<file path="src/rtl/uart_pkg.sv">
// Shared types and helpers for the configurable UART receiver.
package uart_pkg;

  localparam int unsigned PAR_NONE = 0;
  localparam int unsigned PAR_ODD  = 1;
  localparam int unsigned PAR_EVEN = 2;

  typedef enum logic [2:0] {
    IDLE,
    START,
    DATA,
    PARITY,
    STOP,
    WAIT_HIGH
  } rx_state_t;

  function automatic logic maj3(input logic a, input logic b, input logic c);
    return (a & b) | (a & c) | (b & c);
  endfunction

endpackage

</file>
<file path="src/rtl/uart_rx_fifo.sv">
// First-word fall-through receive FIFO with a registered head entry.
module uart_rx_fifo #(
  parameter int unsigned WIDTH = 10,
  parameter int unsigned DEPTH = 4
) (
  input  logic             i_Clock,
  input  logic             RESET,
  input  logic             push,
  input  logic [WIDTH-1:0] wdata,
  input  logic             pop,
  output logic [WIDTH-1:0] rdata,
  output logic             valid,
  output logic             full,
  output logic             empty
);

  localparam int unsigned AW = $clog2(DEPTH);
  localparam int unsigned PW = AW + 1;

  logic [WIDTH-1:0] mem [DEPTH];
  logic [PW-1:0]    wr_ptr, rd_ptr, wr_nxt, rd_nxt;
  logic             do_push, do_pop;

  assign empty   = (wr_ptr == rd_ptr);
  assign full    = (wr_ptr[AW] != rd_ptr[AW]) && (wr_ptr[AW-1:0] == rd_ptr[AW-1:0]);
  assign do_pop  = pop && !empty;
  assign do_push = push && (!full || do_pop);
  assign wr_nxt  = wr_ptr + PW'(do_push);
  assign rd_nxt  = rd_ptr + PW'(do_pop);

  // Head register looks ahead at the post-update pointers so it tracks the FIFO exactly.
  always_ff @(posedge i_Clock) begin
    if (RESET) begin
      wr_ptr <= '0;
      rd_ptr <= '0;
      valid  <= 1'b0;
      rdata  <= '0;
      for (int i = 0; i < int'(DEPTH); i++) mem[i] <= '0;
    end else begin
      if (do_push) mem[wr_ptr[AW-1:0]] <= wdata;
      wr_ptr <= wr_nxt;
      rd_ptr <= rd_nxt;
      valid  <= (wr_nxt != rd_nxt);
      if (wr_nxt == rd_nxt)
        rdata <= '0;
      else if (do_push && (wr_ptr[AW-1:0] == rd_nxt[AW-1:0]))
        rdata <= wdata;
      else
        rdata <= mem[rd_nxt[AW-1:0]];
    end
  end

endmodule

</file>
<file path="src/rtl/uart_rx_cfg.sv">
// Configurable UART receiver: line synchronizer, majority-vote bit FSM,
// error/break detection and a small FWFT receive FIFO.
module uart_rx_cfg
  import uart_pkg::*;
#(
  parameter int unsigned CLKS_PER_BIT = 235,
  parameter int unsigned DATA_BITS    = 8,
  parameter int unsigned PARITY       = 0,
  parameter int unsigned STOP_BITS    = 1,
  parameter int unsigned FIFO_DEPTH   = 4
) (
  input  logic                 i_Clock,
  input  logic                 RESET,
  input  logic                 i_Rx_Serial,
  input  logic                 i_Rx_Ready,
  input  logic                 i_Clear_Err,
  output logic                 o_Rx_Valid,
  output logic [DATA_BITS-1:0] o_Rx_Data,
  output logic                 o_Parity_Err,
  output logic                 o_Frame_Err,
  output logic                 o_Overrun,
  output logic                 o_Break
);

  localparam int unsigned CNT_W   = $clog2(CLKS_PER_BIT);
  localparam int unsigned MID     = (CLKS_PER_BIT - 1) / 2;
  localparam int unsigned ENTRY_W = DATA_BITS + 2;
  localparam int unsigned IDX_W   = 4;

  logic                 rx_meta, rx_sync;
  rx_state_t            state;
  logic [CNT_W-1:0]     cnt;
  logic [IDX_W-1:0]     bit_idx;
  logic [DATA_BITS-1:0] shreg;
  logic                 samp_a, samp_b;
  logic                 par_err, frame_err, any_one;
  logic                 push;
  logic [ENTRY_W-1:0]   push_entry, head;
  logic                 fifo_full, fifo_empty, pop;
  logic                 bit_val, at_decide, cnt_wrap;

  assign bit_val   = maj3(samp_a, samp_b, rx_sync);
  assign at_decide = (cnt == CNT_W'(MID + 1));
  assign cnt_wrap  = (cnt == CNT_W'(CLKS_PER_BIT - 1));
  assign pop       = !fifo_empty && i_Rx_Ready;

  always_ff @(posedge i_Clock) begin
    if (RESET) begin
      rx_meta <= 1'b1;
      rx_sync <= 1'b1;
    end else begin
      rx_meta <= i_Rx_Serial;
      rx_sync <= rx_meta;
    end
  end

  // Bit-timing FSM; the counter phase is anchored to the first low sample of the start bit.
  always_ff @(posedge i_Clock) begin
    if (RESET) begin
      state      <= IDLE;
      cnt        <= '0;
      bit_idx    <= '0;
      shreg      <= '0;
      samp_a     <= 1'b1;
      samp_b     <= 1'b1;
      par_err    <= 1'b0;
      frame_err  <= 1'b0;
      any_one    <= 1'b0;
      push       <= 1'b0;
      push_entry <= '0;
      o_Break    <= 1'b0;
    end else begin
      push    <= 1'b0;
      o_Break <= 1'b0;
      if (state != IDLE && state != WAIT_HIGH) begin
        cnt <= cnt_wrap ? '0 : cnt + CNT_W'(1);
        if (cnt == CNT_W'(MID - 1)) samp_a <= rx_sync;
        if (cnt == CNT_W'(MID))     samp_b <= rx_sync;
      end
      case (state)
        IDLE: begin
          cnt <= '0;
          if (!rx_sync) begin
            state     <= START;
            cnt       <= CNT_W'(1);
            bit_idx   <= '0;
            frame_err <= 1'b0;
            par_err   <= 1'b0;
            any_one   <= 1'b0;
          end
        end
        START: begin
          if (at_decide) begin
            if (bit_val) begin
              state <= IDLE;
              cnt   <= '0;
            end else begin
              state <= DATA;
            end
          end
        end
        DATA: begin
          if (at_decide) begin
            shreg   <= {bit_val, shreg[DATA_BITS-1:1]};
            any_one <= any_one | bit_val;
            if (bit_idx == IDX_W'(DATA_BITS - 1)) begin
              bit_idx <= '0;
              state   <= (PARITY != PAR_NONE) ? uart_pkg::PARITY : STOP;
            end else begin
              bit_idx <= bit_idx + IDX_W'(1);
            end
          end
        end
        uart_pkg::PARITY: begin
          if (at_decide) begin
            any_one <= any_one | bit_val;
            par_err <= (PARITY == PAR_ODD) ? ~(bit_val ^ (^shreg)) : (bit_val ^ (^shreg));
            state   <= STOP;
          end
        end
        STOP: begin
          // Frame completes at the mid of the last stop bit; break frames are not queued.
          if (at_decide) begin
            if (bit_idx == IDX_W'(STOP_BITS - 1)) begin
              state <= WAIT_HIGH;
              cnt   <= '0;
              if (!(any_one | bit_val)) begin
                o_Break <= 1'b1;
              end else begin
                push       <= 1'b1;
                push_entry <= {frame_err | ~bit_val, par_err, shreg};
              end
            end else begin
              bit_idx   <= bit_idx + IDX_W'(1);
              frame_err <= frame_err | ~bit_val;
              any_one   <= any_one | bit_val;
            end
          end
        end
        WAIT_HIGH: begin
          if (rx_sync) state <= IDLE;
        end
        default: state <= IDLE;
      endcase
    end
  end

  // Sticky overrun; a new drop in the same cycle as a clear keeps the flag set.
  always_ff @(posedge i_Clock) begin
    if (RESET)
      o_Overrun <= 1'b0;
    else if (push && fifo_full && !pop)
      o_Overrun <= 1'b1;
    else if (i_Clear_Err)
      o_Overrun <= 1'b0;
  end

  uart_rx_fifo #(
    .WIDTH(ENTRY_W),
    .DEPTH(FIFO_DEPTH)
  ) u_fifo (
    .i_Clock(i_Clock),
    .RESET  (RESET),
    .push   (push),
    .wdata  (push_entry),
    .pop    (pop),
    .rdata  (head),
    .valid  (o_Rx_Valid),
    .full   (fifo_full),
    .empty  (fifo_empty)
  );

  assign o_Rx_Data    = head[DATA_BITS-1:0];
  assign o_Parity_Err = head[DATA_BITS];
  assign o_Frame_Err  = head[DATA_BITS+1];

endmodule
</file>
<file path="config.mk">
export PLATFORM = sky130hd
export DESIGN_NAME = uart_rx_cfg
export DESIGN_NICKNAME = d
export VERILOG_FILES = /design/src/rtl/uart_pkg.sv /design/src/rtl/uart_rx_fifo.sv /design/src/rtl/uart_rx_cfg.sv
export SDC_FILE = /design/constraint.sdc
export NUM_CORES = 1
export LEC_CHECK = 0
export BUFFER_PORTS_ARGS = -buffer_cell sky130_fd_sc_hd__buf_2
export CAP_MARGIN = 20
export CORE_MARGIN = 8
export CORE_UTILIZATION = 50
export DETAILED_ROUTE_END_ITERATION = 6
export PLACE_DENSITY = 0.67
export SLEW_MARGIN = 20
export SYNTH_ARGS = -nofsm -noshare
export SYNTH_HDL_FRONTEND = slang
export SYNTH_HIERARCHICAL = 1
export SYNTH_SLANG_ARGS = --single-unit
export TNS_END_PERCENT = 1
</file>
<file path="constraint.sdc">
create_clock -name i_Clock -period 9.1 [get_ports i_Clock]
set_input_delay 0.455 -clock i_Clock [delete_from_list [all_inputs] [get_ports i_Clock]]
set_output_delay 0.455 -clock i_Clock [all_outputs]
set_load 0.005 [all_outputs]
</file>
==> impl_metrics.env <==
export IMPL_status="finished, final reports clean"
export IMPL_fin_skew_ps=10.4
export IMPL_ys_types=60
export IMPL_cts_setup_buffers=0
export IMPL_synthTopCellsByArea="dfxtp_1, edfxtp_1, and2_1, mux4_2, mux2i_1"
export IMPL_ctsResizeCount=0
export IMPL_cellPowerDensity_nw_per_um2=152
export IMPL_path_class="reg -> reg"
export IMPL_yosys_top_cells_count="dfxtp_1, nor2_1, and2_1"
export IMPL_crit_fanout=12
export IMPL_antenna_found_initial=0
export IMPL_hold_viol=0
export IMPL_pin_count=18
export IMPL_hold_class="in -> reg"
export IMPL_crit_chain="xor2_1 -> or2_1 -> nor2_1 -> nor2b_1 -> o41a_1 -> and2_1 -> ha_1 -> xnor2_1 -> xnor2_1 -> nor2_1 -> a221oi_1"
export IMPL_synth_edff_count=40
export IMPL_setup_viol=0
export IMPL_routed_wl_mm=9.10
export IMPL_place_ws_ps=5430
export IMPL_syn_nets=439
export IMPL_area_growth_syn_to_layout_pct=7.49
export IMPL_drt_pass1_iterations=5
export IMPL_portBuffers=17
export IMPL_path_buf_inv=0
export IMPL_grt_pass1_vias=3111
export IMPL_via_per_inst=5.51
export IMPL_layout_area_seq_um2=2400
export IMPL_fin_cells=568
export IMPL_via_count=3129
export IMPL_timing_hold_ws_ps=278
export IMPL_ys_ff_latch=100
export IMPL_h_tree_depth=3
export IMPL_syn_avg_cell_area_um2=11.2
export IMPL_final_max_slew_viol_count=0
export IMPL_grt_max_degree=63
export IMPL_fin_crit_ps=3680
export IMPL_end_kind="flip-flop"
export IMPL_wl_per_cell_um=16.0
export IMPL_antennaDiodeCount=0
export IMPL_post_dp_hpwl_mm=6.33
export IMPL_grtUsageMet3_pct=3.22
export IMPL_yosysWarnings=6
export IMPL_core_um2=9240
export IMPL_slowest_stage="nor2_1"
export IMPL_grt_util_met1_pct=19.8
export IMPL_multi_input_area_um2=2240
export IMPL_core_rowCount=35
export IMPL_slowest_delay_ps=750
export IMPL_fillCellCount=810
export IMPL_clkLatencyLatePin_ps=360
export IMPL_drv_cap=0
export IMPL_drive_above_1_share_pct=15.7
export IMPL_period_share_pct=40.4
export IMPL_die_h_um=114
export IMPL_place_inst=552
export IMPL_syn_cell_area_um2=4780
export IMPL_postPlaceCellArea_um2=4960
export IMPL_total_leakage_power_nw=1.84
export IMPL_startpoint_type="flip-flop"
export IMPL_grt_use_total_pct=15.1
export IMPL_grt_setup_unrepaired="false"
export IMPL_synth_top_area_share_pct=25.1
export IMPL_critical_path_arrival_ps=3870
export IMPL_ir_drop_mv=0.0721
export IMPL_die_w_um=114
export IMPL_use_met2_pct=23.9
export IMPL_cts_buffer_depth=2
export IMPL_gp_congestion=0.781
export IMPL_drtIter0Drc=209
export IMPL_drc=0
export IMPL_worst_pin_slew_ps=1050
export IMPL_cts_tree="built"
export IMPL_start_util_pct=51.7
export IMPL_worst_slack_ps=5420
export IMPL_synthCells=425
export IMPL_synth_top_area_cell="dfxtp_1"
export IMPL_synth_ff_type="dfxtp_1"
export IMPL_fmax_ghz=0.272
export IMPL_die_area_um2=12900
export IMPL_cts_sinks=100
export IMPL_clkTransAtPathRegs_ps=100
export IMPL_final_area_um2=5140
export IMPL_setup_tns_ps=0
export IMPL_ant_nets=0
export IMPL_path_delay_family="simple AND/OR/NAND/NOR gates"
export IMPL_cts_hold_buf=0
export IMPL_postSynth_asyncResetShare_pct=0
export IMPL_yosysSeqAreaShare_pct=50.3
export IMPL_grt_pass1_wl_mm=15.7
export IMPL_busiest_layer="met2"
export IMPL_cts_buffers_inserted=9
export IMPL_max_slew_margin_pct=29.4
export IMPL_gr_total_overflow=0
export IMPL_required_ps=9290
export IMPL_cts_root_buffer="clkbuf_8"
export IMPL_nets=448
export IMPL_synth_most_common_cell="dfxtp_1"
-- worst reg2reg max path: stages (launching register included) --
cell	delay, ps
dfxtp_1	510
xor2_1	180
or2_1	270
nor2_1	120
nor2b_1	110
o41a_1	610
and2_1	260
ha_1	230
xnor2_1	140
xnor2_1	120
nor2_1	750
a221oi_1	210
-- registers in the layout, indices dropped and copies added, names as in the netlist, 3 cells and up --
name           cells
bit_idx            4
cnt                8
push_entry        10
shreg              8
state              3
u_fifo/mem        40
u_fifo/rd_ptr      3
u_fifo/rdata      10
u_fifo/wr_ptr      3
-- power breakdown --
group	switching, mW	internal (mW)
Clock	0.160	0.102
Combinational	0.0229	0.0138
Sequential	0.00629	0.475
-- cells by family after synthesis --
logic type | after synthesis | share of synthesized area (%)
compound gates | 61 | 10.7
xor+xnor | 27 | 5.24
fa+ha+maj | 10 | 2.57
buf+inv | 32 | 2.91
flops | 100 | 50.3
mux | 31 | 9.11
simple gates | 164 | 19.2
-- stage by stage --
stage | util (%) | total power, mW
finish | 55.6 | 0.780
detailed placement | 53.7 | 0.528
CTS | 55.6 | 0.788
global placement | 53.7 | 0.527
floorplan | - | 0.519
global route | 55.6 | 0.809
-- metal layers --
| layer | share of wire, % | wire length, um |
|---|---|---|
| met2 | 47 | 4320 |
| met4 | 0.99 | 90 |
| met3 | 3.7 | 338 |
| met5 | 0 | 0 |
| met1 | 48 | 4350 |
-- layout by cell type (no fill, tap or decap), types with 8 or more instances in the layout --
master / netlist / layout
dfxtp_1: 60 / 60
nor2b_1: 9 / 9
clkbuf_8: 0 / 9
ha_1: 9 / 9
mux4_2: 10 / 10
xnor2_1: 17 / 17
buf_2: 6 / 17
edfxtp_1: 40 / 40
inv_1: 8 / 8
nand2_1: 13 / 13
mux2i_1: 21 / 21
a21oi_1: 14 / 14
nor2_1: 46 / 46
and2_1: 44 / 44
xor2_1: 9 / 9
a221oi_2: 9 / 9
nand4_1: 12 / 12
o21ai_1: 10 / 10
-- cell type report --
class | count | area share (%)
clock buffers | 10 | 2.48
clock inverters | 6 | 0.950
inverters | 8 | 0.585
multi-input cells | 293 | 43.7
flip-flops and latches | 100 | 46.8
well taps | 129 | 3.14
repair buffers | 22 | 2.39
-- worst paths after layout --
kind | start | to | slack (ps) | cells past startpoint
min | i_Rx_Serial | rx_meta$_SDFF_PP1_ | 280 | 2
max | u_fifo/wr_ptr[0]$_SDFF_PP0_ | u_fifo/rdata[1]$_SDFF_PP0_ | 5420 | 11
min reg2reg | rx_meta$_SDFF_PP1_ | rx_sync$_SDFF_PP1_ | 420 | 1
max reg2reg | u_fifo/wr_ptr[0]$_SDFF_PP0_ | u_fifo/rdata[1]$_SDFF_PP0_ | 5420 | 11
Note: power is estimated with default switching activity, not from simulation.
